`config.mk`:
```
export PLATFORM = sky130hd
export DESIGN_NAME = client_uncached_tile_link_rr_arbiter
export DESIGN_NICKNAME = d
export VERILOG_FILES = /design/src/rtl/tl_uncached_pkg.sv /design/src/rtl/tl_rr_lock_ctrl.sv /design/src/rtl/client_uncached_tile_link_rr_arbiter.sv
export SDC_FILE = /design/constraint.sdc
export NUM_CORES = 1
export LEC_CHECK = 0
export CAP_MARGIN = 20
export CORE_AREA = 2 2 225 227
export CTS_BUF_LIST = sky130_fd_sc_hd__clkbuf_8
export DETAILED_ROUTE_END_ITERATION = 6
export DIE_AREA = 0 0 227 229
export GPL_TIMING_DRIVEN = 0
export SLEW_MARGIN = 5
export SYNTH_ARGS = -nofsm -noshare
export SYNTH_HDL_FRONTEND = slang
export SYNTH_SLANG_ARGS = --single-unit
```
`constraint.sdc`:
```
create_clock -name clk -period 6.1 [get_ports clk]
set_clock_uncertainty 0.2 [all_clocks]
set_input_delay 1.525 -clock clk [delete_from_list [all_inputs] [get_ports clk]]
set_output_delay 1.525 -clock clk [all_outputs]
set_load 0.02 [all_outputs]
```
`src/rtl/tl_uncached_pkg.sv`:
```
// Shared widths, message encodings and lock state type for the uncached
// TileLink client-side arbiter.
package tl_uncached_pkg;
  localparam int ADDR_BLOCK_W = 26;
  localparam int BEAT_W       = 3;
  localparam int UNION_W      = 12;
  localparam int DATA_W       = 64;
  localparam int MGR_XID_W    = 2;
  localparam int G_TYPE_W     = 4;
  localparam int A_TYPE_W     = 3;
  localparam int BEATS        = 8;

  localparam logic [A_TYPE_W-1:0] A_PUT_BLOCK      = 3'b011;
  localparam logic [A_TYPE_W-1:0] A_GET_BLOCK      = 3'b001;
  localparam logic [G_TYPE_W-1:0] G_GET_DATA_BLOCK = 4'b0101;

  typedef enum logic {
    LOCK_IDLE   = 1'b0,
    LOCK_LOCKED = 1'b1
  } lock_state_t;

  function automatic logic is_multi_beat(input logic builtin,
                                         input logic [A_TYPE_W-1:0] a_type);
    return builtin && (a_type == A_PUT_BLOCK);
  endfunction
endpackage

```
`src/rtl/tl_rr_lock_ctrl.sv`:
```
// Round-robin select with burst lock and stall hold for two acquire clients.
// state       | meaning
// LOCK_IDLE   | free arbitration (hold, then round-robin on contention)
// LOCK_LOCKED | PutBlock in flight, owner keeps the port until the last beat
module tl_rr_lock_ctrl
  import tl_uncached_pkg::*;
#(
  parameter int BEATS_P = BEATS
) (
  input  logic clk,
  input  logic reset,
  input  logic req_0,
  input  logic req_1,
  input  logic multi_0,
  input  logic multi_1,
  input  logic out_ready,
  output logic sel
);
  lock_state_t       state, state_nxt;
  logic              owner, owner_nxt;
  logic [BEAT_W-1:0] beat_cnt, beat_cnt_nxt;
  logic              last, last_nxt;
  logic              hold_vld, hold_vld_nxt;
  logic              hold_sel, hold_sel_nxt;
  logic              out_valid, fire, sel_multi;

  always_ff @(posedge clk or negedge reset) begin
    if (!reset) begin
      state    <= LOCK_IDLE;
      owner    <= 1'b0;
      beat_cnt <= '0;
      last     <= 1'b1;
      hold_vld <= 1'b0;
      hold_sel <= 1'b0;
    end else begin
      state    <= state_nxt;
      owner    <= owner_nxt;
      beat_cnt <= beat_cnt_nxt;
      last     <= last_nxt;
      hold_vld <= hold_vld_nxt;
      hold_sel <= hold_sel_nxt;
    end
  end

  always_comb begin
    state_nxt    = state;
    owner_nxt    = owner;
    beat_cnt_nxt = beat_cnt;
    last_nxt     = last;

    if (state == LOCK_LOCKED) sel = owner;
    else if (hold_vld)        sel = hold_sel;
    else if (req_0 && req_1)  sel = ~last;
    else                      sel = req_1;

    out_valid = sel ? req_1 : req_0;
    sel_multi = sel ? multi_1 : multi_0;
    fire      = out_valid && out_ready;
    // A stalled request pins the selection; dropping valid releases it.
    hold_vld_nxt = out_valid && !out_ready;
    hold_sel_nxt = sel;

    case (state)
      LOCK_IDLE: begin
        if (fire) begin
          if (sel_multi) begin
            state_nxt    = LOCK_LOCKED;
            owner_nxt    = sel;
            beat_cnt_nxt = BEAT_W'(1);
          end else begin
            last_nxt = sel;
          end
        end
      end
      LOCK_LOCKED: begin
        if (fire) begin
          if (beat_cnt == BEAT_W'(BEATS_P - 1)) begin
            state_nxt    = LOCK_IDLE;
            last_nxt     = owner;
            beat_cnt_nxt = '0;
          end else begin
            beat_cnt_nxt = beat_cnt + BEAT_W'(1);
          end
        end
      end
      default: state_nxt = LOCK_IDLE;
    endcase
  end
endmodule

```
`src/rtl/client_uncached_tile_link_rr_arbiter.sv`:
```
// Two-client uncached TileLink arbiter: acquire muxing with client-index id
// tagging, grant routing on the low id bit.
module client_uncached_tile_link_rr_arbiter
  import tl_uncached_pkg::*;
#(
  parameter int XID_W = 1,
  parameter int BEATS_P = BEATS
) (
  input  logic                    clk,
  input  logic                    reset,
  output logic                    io_in_0_acquire_ready,
  input  logic                    io_in_0_acquire_valid,
  input  logic [ADDR_BLOCK_W-1:0] io_in_0_acquire_bits_addr_block,
  input  logic [XID_W-1:0]        io_in_0_acquire_bits_client_xact_id,
  input  logic [BEAT_W-1:0]       io_in_0_acquire_bits_addr_beat,
  input  logic                    io_in_0_acquire_bits_is_builtin_type,
  input  logic [A_TYPE_W-1:0]     io_in_0_acquire_bits_a_type,
  input  logic [UNION_W-1:0]      io_in_0_acquire_bits_union,
  input  logic [DATA_W-1:0]       io_in_0_acquire_bits_data,
  input  logic                    io_in_0_grant_ready,
  output logic                    io_in_0_grant_valid,
  output logic [BEAT_W-1:0]       io_in_0_grant_bits_addr_beat,
  output logic [XID_W-1:0]        io_in_0_grant_bits_client_xact_id,
  output logic [MGR_XID_W-1:0]    io_in_0_grant_bits_manager_xact_id,
  output logic                    io_in_0_grant_bits_is_builtin_type,
  output logic [G_TYPE_W-1:0]     io_in_0_grant_bits_g_type,
  output logic [DATA_W-1:0]       io_in_0_grant_bits_data,
  output logic                    io_in_1_acquire_ready,
  input  logic                    io_in_1_acquire_valid,
  input  logic [ADDR_BLOCK_W-1:0] io_in_1_acquire_bits_addr_block,
  input  logic [XID_W-1:0]        io_in_1_acquire_bits_client_xact_id,
  input  logic [BEAT_W-1:0]       io_in_1_acquire_bits_addr_beat,
  input  logic                    io_in_1_acquire_bits_is_builtin_type,
  input  logic [A_TYPE_W-1:0]     io_in_1_acquire_bits_a_type,
  input  logic [UNION_W-1:0]      io_in_1_acquire_bits_union,
  input  logic [DATA_W-1:0]       io_in_1_acquire_bits_data,
  input  logic                    io_in_1_grant_ready,
  output logic                    io_in_1_grant_valid,
  output logic [BEAT_W-1:0]       io_in_1_grant_bits_addr_beat,
  output logic [XID_W-1:0]        io_in_1_grant_bits_client_xact_id,
  output logic [MGR_XID_W-1:0]    io_in_1_grant_bits_manager_xact_id,
  output logic                    io_in_1_grant_bits_is_builtin_type,
  output logic [G_TYPE_W-1:0]     io_in_1_grant_bits_g_type,
  output logic [DATA_W-1:0]       io_in_1_grant_bits_data,
  input  logic                    io_out_acquire_ready,
  output logic                    io_out_acquire_valid,
  output logic [ADDR_BLOCK_W-1:0] io_out_acquire_bits_addr_block,
  output logic [XID_W:0]          io_out_acquire_bits_client_xact_id,
  output logic [BEAT_W-1:0]       io_out_acquire_bits_addr_beat,
  output logic                    io_out_acquire_bits_is_builtin_type,
  output logic [A_TYPE_W-1:0]     io_out_acquire_bits_a_type,
  output logic [UNION_W-1:0]      io_out_acquire_bits_union,
  output logic [DATA_W-1:0]       io_out_acquire_bits_data,
  output logic                    io_out_grant_ready,
  input  logic                    io_out_grant_valid,
  input  logic [BEAT_W-1:0]       io_out_grant_bits_addr_beat,
  input  logic [XID_W:0]          io_out_grant_bits_client_xact_id,
  input  logic [MGR_XID_W-1:0]    io_out_grant_bits_manager_xact_id,
  input  logic                    io_out_grant_bits_is_builtin_type,
  input  logic [G_TYPE_W-1:0]     io_out_grant_bits_g_type,
  input  logic [DATA_W-1:0]       io_out_grant_bits_data
);
  logic sel, msel, route;

  tl_rr_lock_ctrl #(.BEATS_P(BEATS_P)) u_lock_ctrl (
    .clk       (clk),
    .reset     (reset),
    .req_0     (io_in_0_acquire_valid),
    .req_1     (io_in_1_acquire_valid),
    .multi_0   (is_multi_beat(io_in_0_acquire_bits_is_builtin_type, io_in_0_acquire_bits_a_type)),
    .multi_1   (is_multi_beat(io_in_1_acquire_bits_is_builtin_type, io_in_1_acquire_bits_a_type)),
    .out_ready (io_out_acquire_ready),
    .sel       (sel)
  );

  // In reset every handshake is suppressed and the bit muxes park on client 0.
  assign msel = reset && sel;

  assign io_out_acquire_valid  = reset && (msel ? io_in_1_acquire_valid : io_in_0_acquire_valid);
  assign io_in_0_acquire_ready = reset && !msel && io_out_acquire_ready;
  assign io_in_1_acquire_ready = msel && io_out_acquire_ready;

  assign io_out_acquire_bits_addr_block      = msel ? io_in_1_acquire_bits_addr_block : io_in_0_acquire_bits_addr_block;
  assign io_out_acquire_bits_client_xact_id  = msel ? {io_in_1_acquire_bits_client_xact_id, 1'b1}
                                                    : {io_in_0_acquire_bits_client_xact_id, 1'b0};
  assign io_out_acquire_bits_addr_beat       = msel ? io_in_1_acquire_bits_addr_beat : io_in_0_acquire_bits_addr_beat;
  assign io_out_acquire_bits_is_builtin_type = msel ? io_in_1_acquire_bits_is_builtin_type : io_in_0_acquire_bits_is_builtin_type;
  assign io_out_acquire_bits_a_type          = msel ? io_in_1_acquire_bits_a_type : io_in_0_acquire_bits_a_type;
  assign io_out_acquire_bits_union           = msel ? io_in_1_acquire_bits_union : io_in_0_acquire_bits_union;
  assign io_out_acquire_bits_data            = msel ? io_in_1_acquire_bits_data : io_in_0_acquire_bits_data;

  assign route               = io_out_grant_bits_client_xact_id[0];
  assign io_in_0_grant_valid = reset && io_out_grant_valid && !route;
  assign io_in_1_grant_valid = reset && io_out_grant_valid && route;
  assign io_out_grant_ready  = reset && (route ? io_in_1_grant_ready : io_in_0_grant_ready);

  assign io_in_0_grant_bits_addr_beat       = io_out_grant_bits_addr_beat;
  assign io_in_0_grant_bits_client_xact_id  = io_out_grant_bits_client_xact_id[XID_W:1];
  assign io_in_0_grant_bits_manager_xact_id = io_out_grant_bits_manager_xact_id;
  assign io_in_0_grant_bits_is_builtin_type = io_out_grant_bits_is_builtin_type;
  assign io_in_0_grant_bits_g_type          = io_out_grant_bits_g_type;
  assign io_in_0_grant_bits_data            = io_out_grant_bits_data;
  assign io_in_1_grant_bits_addr_beat       = io_out_grant_bits_addr_beat;
  assign io_in_1_grant_bits_client_xact_id  = io_out_grant_bits_client_xact_id[XID_W:1];
  assign io_in_1_grant_bits_manager_xact_id = io_out_grant_bits_manager_xact_id;
  assign io_in_1_grant_bits_is_builtin_type = io_out_grant_bits_is_builtin_type;
  assign io_in_1_grant_bits_g_type          = io_out_grant_bits_g_type;
  assign io_in_1_grant_bits_data            = io_out_grant_bits_data;
endmodule

```
## Yosys cells after proc, flatten, opt, wreduce, memory -nomap -nowiden

Cells that the tools add are included.

- Flip-flop bits (word level): 8
- Bits of input ports: 304
- Output and inout port bits: 267
- Word-level logic and storage cells: 66

- Add/sub/neg operators: 1
- Equality and inequality tests: 8
- Multiplexer cells: 29
- Bitwise operators: 2
- Reductions and logical operators: 20

Operator list:

| cell | number |
|---|---|
| 64-bit 2-to-1 mux | 1 |
| 26-bit 2-to-1 mux | 1 |
| 3-bit 2-to-1 mux | 6 |
| 1-bit 2-to-1 mux | 16 |
| 1-bit logical AND | 14 |
| 12-bit 2-to-1 mux | 1 |
| 3-bit by 2-bit equality test with 1-bit output (second input constant) | 2 |
| 2-bit != test (second input constant) | 3 |
| 3-bit one-hot mux with 2 select lines | 1 |
| 3-bit AND reduction | 2 |
| 2-bit by 1-bit != test with 1-bit output (second input constant) | 2 |
| 1-bit one-hot mux with 2 select lines | 2 |
| 4-bit AND reduction | 1 |
| 3-bit by 1-bit adder with 3-bit output (second input constant) | 1 |
| 3-bit equality test (second input constant) | 1 |
| 1-bit logical NOT | 3 |
| 2-bit 2-to-1 mux | 1 |
| 1-bit NOT | 2 |

## Depth between registers and ports, before layout

- Depth in word-level cells: 8
- Mapped depth: 7
- Gate-level depth less buffers: 5

## Modules after synthesis

Synthesis repeated with hierarchy kept, for this count alone.

- Cells, all modules: 332
- Area, all modules: 3049.2 um^2

By module, submodules not included:

| module | instances | cells each | area each (um^2) | seq. area each (um^2) |
|---|---|---|---|---|
| client_uncached_tile_link_rr_arbiter | 1 | 287 | 2572.5 | 0.0 |
| tl_rr_lock_ctrl | 1 | 45 | 476.7 | 201.4 |

## Least setup slack after synthesis

OpenSTA, ideal clock, no wires.

- Path type: in2out
- From: in io_in_1_acquire_valid
- To: out io_out_acquire_bits_a_type[0]
- Data arrival time: 2.922 ns
- Required time: 4.375 ns
- Path slack: 1.453 ns
- Stages: 7
- Path buffers: 2
- Cell sequence: nor2b_4 a221oi_4 nor2_2 and2_4 buf_8 buf_6 mux2_4

- Cells in the longest elaborated chain, start to end: 6

Ends and longest elaborated chain:

| what | line | RTL |
|---|---|---|
| start, declared | client_uncached_tile_link_rr_arbiter.sv:29 | `input logic io_in_1_acquire_valid,` |
| 1-bit logical AND | tl_rr_lock_ctrl.sv:53 | `else if (req_0 && req_1) sel = ~last;` |
| 1-bit 2-to-1 mux (*) | tl_rr_lock_ctrl.sv:53 |  |
| 1-bit 2-to-1 mux (*) | tl_rr_lock_ctrl.sv:52 | `else if (hold_vld) sel = hold_sel;` |
| 1-bit 2-to-1 mux (*) | tl_rr_lock_ctrl.sv:51 | `if (state == LOCK_LOCKED) sel = owner;` |
| via sel | client_uncached_tile_link_rr_arbiter.sv:63 | `logic sel, msel, route;` |
| 1-bit logical AND (*) | client_uncached_tile_link_rr_arbiter.sv:77 | `assign msel = reset && sel;` |
| 3-bit 2-to-1 mux (*) | client_uncached_tile_link_rr_arbiter.sv:88 | `assign io_out_acquire_bits_a_type = msel ? io_in_1_acquire_bits_a_type : io_in_0_acquire_bits_a_type;` |
| end, declared | client_uncached_tile_link_rr_arbiter.sv:51 | `output logic [A_TYPE_W-1:0] io_out_acquire_bits_a_type,` |

Mark *: on every way through the listed nets, which the timed path passes. The rest lies on a longest branch.

## Final worst setup path

- From: in io_in_1_acquire_valid
- To: out io_out_acquire_bits_union[6]

- Cells in the longest elaborated chain, start to end: 6

Ends and longest elaborated chain:

| what | line | RTL |
|---|---|---|
| 1-bit logical AND | tl_rr_lock_ctrl.sv:53 |  |
| 1-bit 2-to-1 mux (*) | tl_rr_lock_ctrl.sv:53 |  |
| 1-bit 2-to-1 mux (*) | tl_rr_lock_ctrl.sv:52 |  |
| 1-bit 2-to-1 mux (*) | tl_rr_lock_ctrl.sv:51 |  |
| via sel | client_uncached_tile_link_rr_arbiter.sv:63 |  |
| 1-bit logical AND (*) | client_uncached_tile_link_rr_arbiter.sv:77 |  |
| 12-bit 2-to-1 mux (*) | client_uncached_tile_link_rr_arbiter.sv:89 | `assign io_out_acquire_bits_union = msel ? io_in_1_acquire_bits_union : io_in_0_acquire_bits_union;` |
| end, declared | client_uncached_tile_link_rr_arbiter.sv:52 | `output logic [UNION_W-1:0] io_out_acquire_bits_union,` |

Marked as above.

==> impl_metrics.json <==
{
  "cp.required_ns": 4.38,
  "clk_latency_ns": 0.23,
  "drt_pre_antenna_iters": 4,
  "cp_max_fo": 10,
  "wl_per_cell_um": 14.5,
  "sw_frac_of_total_pct": 43.0,
  "viasPerCell": 2.73,
  "rows": 82,
  "critPathKind": "in -> out",
  "diodes": 0,
  "grt_pass1_wl_um": 27700,
  "synthArstFlopShare_pct": 100,
  "ant_nets": 0,
  "p_per_area_mw_per_mm2": 206,
  "fp.dieH_um": 229,
  "net-switching-power_uw": 818,
  "reg2reg_slack_ns": 3.97,
  "reg2reg_from": "u_lock_ctrl.last",
  "die_w_um": 227,
  "drc": 0,
  "fill_cells": 5535,
  "dpl.hpwl_um": 19800,
  "crit_start": "io_in_1_acquire_valid",
  "seqPwrFrac_pct": 4.9,
  "syn-mean-instance-area_sq_um": 10.3,
  "multi_input_area_sq_mm": 0.00192,
  "endpoint_kind": "output port",
  "io_buffers": 495,
  "area_delta_synth_final_pct": 172,
  "timing.hold.ws_ns": 0.298,
  "synth_edf_count": 0,
  "die_area_sq_mm": 0.0520,
  "nets": 1135,
  "ys_warn_count": 0,
  "cellInternalPower_mw": 1.08,
  "p_leak_nw": 3.79,
  "hold_viol": 0,
  "io-pin-count": 571,
  "grt_util_all_layers_pct": 7.32,
  "first_global_vias": 4078,
  "maxSlewHeadroom_pct": 60.9,
  "status": "completed",
  "drive_above_1_share_pct": 34.4,
  "antenna_found_initial": 1,
  "first_iter_violations": 59,
  "regArea_sq_um": 201,
  "hp-start": "u_lock_ctrl.beat_cnt[2]",
  "timing.hold.worst.class": "reg -> reg",
  "vdd_drop_max_mv": 0.116,
  "ctsLongestPathBuffers": 2,
  "min_period_ns": 5.94,
  "path_clk_slew_ns": 0.04,
  "synthFlopType": "dfrtp_1",
  "cts-htree-levels": 1,
  "critPathLaunchType": "input pin",
  "grt_max_degree": 15,
  "worstPathArrival_ns": 4.21,
  "synthesis.area_sq_mm": 0.00339,
  "cts-buffers-inserted": 3,
  "dr_total_vias": 4091,
  "postCtsSetupBuffers": 0,
  "setup_viol": 0,
  "final_common_cell": "clkdlybuf4s50_1",
  "p_clk_share_pct": 3.4,
  "cts_tree": "built",
  "postSynthCellCount": 329,
  "synth_seq_area_share_pct": 5.95,
  "final_cell_mix": "480 x clkdlybuf4s50_1, 152 x buf_4, 89 x mux2_4",
  "fmax_ghz": 0.168,
  "maxCapViolCount": 0,
  "root_buffer": "clkbuf_8",
  "tightestPinTransition_ns": 0.584,
  "synth_seq_cells": 8,
  "rsz0062_at_grt": "no",
  "cts.sinks": 8,
  "p_comb_share_pct": 91.7,
  "final_max_slew_viol_count": 0,
  "ys_types": 31,
  "grt_overflow": 0,
  "routabilityCongestion": 0.731,
  "setup_tns_ns": 0,
  "drt_wl_total_um": 21800,
  "coreArea_sq_mm": 0.0497,
  "timing.final.crit_share_pct": 97.3,
  "p_total_mw": 1.90,
  "syn-num-nets": 635,
  "start_util_pct": 6.82
}
-- critical path: stages --
cell             delay (ns)
clkdlybuf4s50_1        0.52
nor2b_4                0.19
a221oi_4               0.42
nor2_4                 0.11
and2_4                 0.19
buf_8                  0.17
buf_6                  0.19
mux2_4                 0.32
clkdlybuf4s50_1        0.56
-- path summary, 6_finish.rpt --
path                                                     end  depth (start not counted)
min in group asynchronous                  u_lock_ctrl.owner                          1
worst max register to register              u_lock_ctrl.last                          5
max in group asynchronous                  u_lock_ctrl.state                          1
worst max-delay path            io_out_acquire_bits_union[6]                          9
worst min-delay path                 u_lock_ctrl.beat_cnt[2]                          1
worst min register to register       u_lock_ctrl.beat_cnt[2]                          1
-- state kept, by name, indices dropped and copies added (netlist names) --
name and flops:
u_lock_ctrl.beat_cnt 3, u_lock_ctrl.state 1, u_lock_ctrl.hold_sel 1, u_lock_ctrl.hold_vld 1, u_lock_ctrl.owner 1, u_lock_ctrl.last 1
-- cell families (layout without fill, tap and decap cells) --
kind of cell             Yosys count  after routing  share of synthesized area [%]
buffers and inverters            165            664                           37.4
multiplexers                     116            116                           48.2
AND/OR/NAND/NOR                   25             25                           4.21
AO/OA/AOI/OAI                     13             13                           3.43
flip-flops                         8              8                           5.95
adder cells (fa/ha/maj)            2              2                          0.738
-- power by group through the flow --
stage | clock [mW] | sequential, mW | combinational [mW]
2_1_floorplan | 0 | 0.0920 | 1.01
3_3_place_gp | 0 | 0.0942 | 1.79
3_5_place_dp | 0 | 0.0952 | 1.79
4_1_cts | 0.0647 | 0.0943 | 1.79
5_1_grt | 0.0687 | 0.0972 | 1.85
6_report | 0.0645 | 0.0936 | 1.74
-- final cells by class --
cell class	count	share of cell area, %
repair buffers	495	53.6
multi-input cells	156	20.9
plain buffers	164	13.7
well taps	672	9.12
flip-flops and latches	8	2.18
clock buffers	3	0.448
clock inverters	1	0.0407
inverters	1	0.0407
-- per-layer routing --
layer  global-route usage (%)  up-vias  part of all wire, %
li1                         -     1974                    -
met1                     8.06     1865                   36
met2                     14.8      248                   54
met3                     1.42        4                  9.5
met4                    0.245        0                 0.12
met5                        0        -                    0
-- cell usage after synthesis (2+ instances only) --
| master | n | area (sq um) |
|---|---|---|
| a21oi_1 | 2 | 10.0 |
| a32o_1 | 2 | 20.0 |
| buf_2 | 3 | 15.0 |
| buf_4 | 151 | 1130 |
| buf_6 | 9 | 101 |
| dfrtp_1 | 7 | 175 |
| ha_1 | 2 | 25.0 |
| mux2_2 | 22 | 248 |
| mux2_4 | 89 | 1340 |
| mux2i_1 | 5 | 50.1 |
| nand2_1 | 6 | 22.5 |
| nor2_1 | 5 | 18.8 |
| nor2b_1 | 4 | 25.0 |
| nor3_1 | 2 | 10.0 |
| o21ai_0 | 3 | 15.0 |
| or2_2 | 2 | 12.5 |
-- stage by stage --
| stage | setup slack (ns) | utilization (%) | std cells | instance area (sq um) |
|---|---|---|---|---|
| 2_1_floorplan | 1.45 | - | 329 | 3390 |
| 3_3_place_gp | -0.143 | 18.5 | 1496 | 9180 |
| 3_5_place_dp | -0.162 | 18.5 | 1496 | 9180 |
| 4_1_cts | 0.0298 | 18.6 | 1500 | 9210 |
| 5_1_grt | 0.0361 | 18.6 | 1500 | 9220 |
| 6_report | 0.163 | 18.6 | 1500 | 9220 |
-- repair_timing --
action | CTS | global route
resized for setup | 15 | 2
endpoints found under the hold margin | 0 | 0
setup endpoints to repair | 17 | 71
hold buffers | 0 | 0
Power figures use the tool's default switching activity.
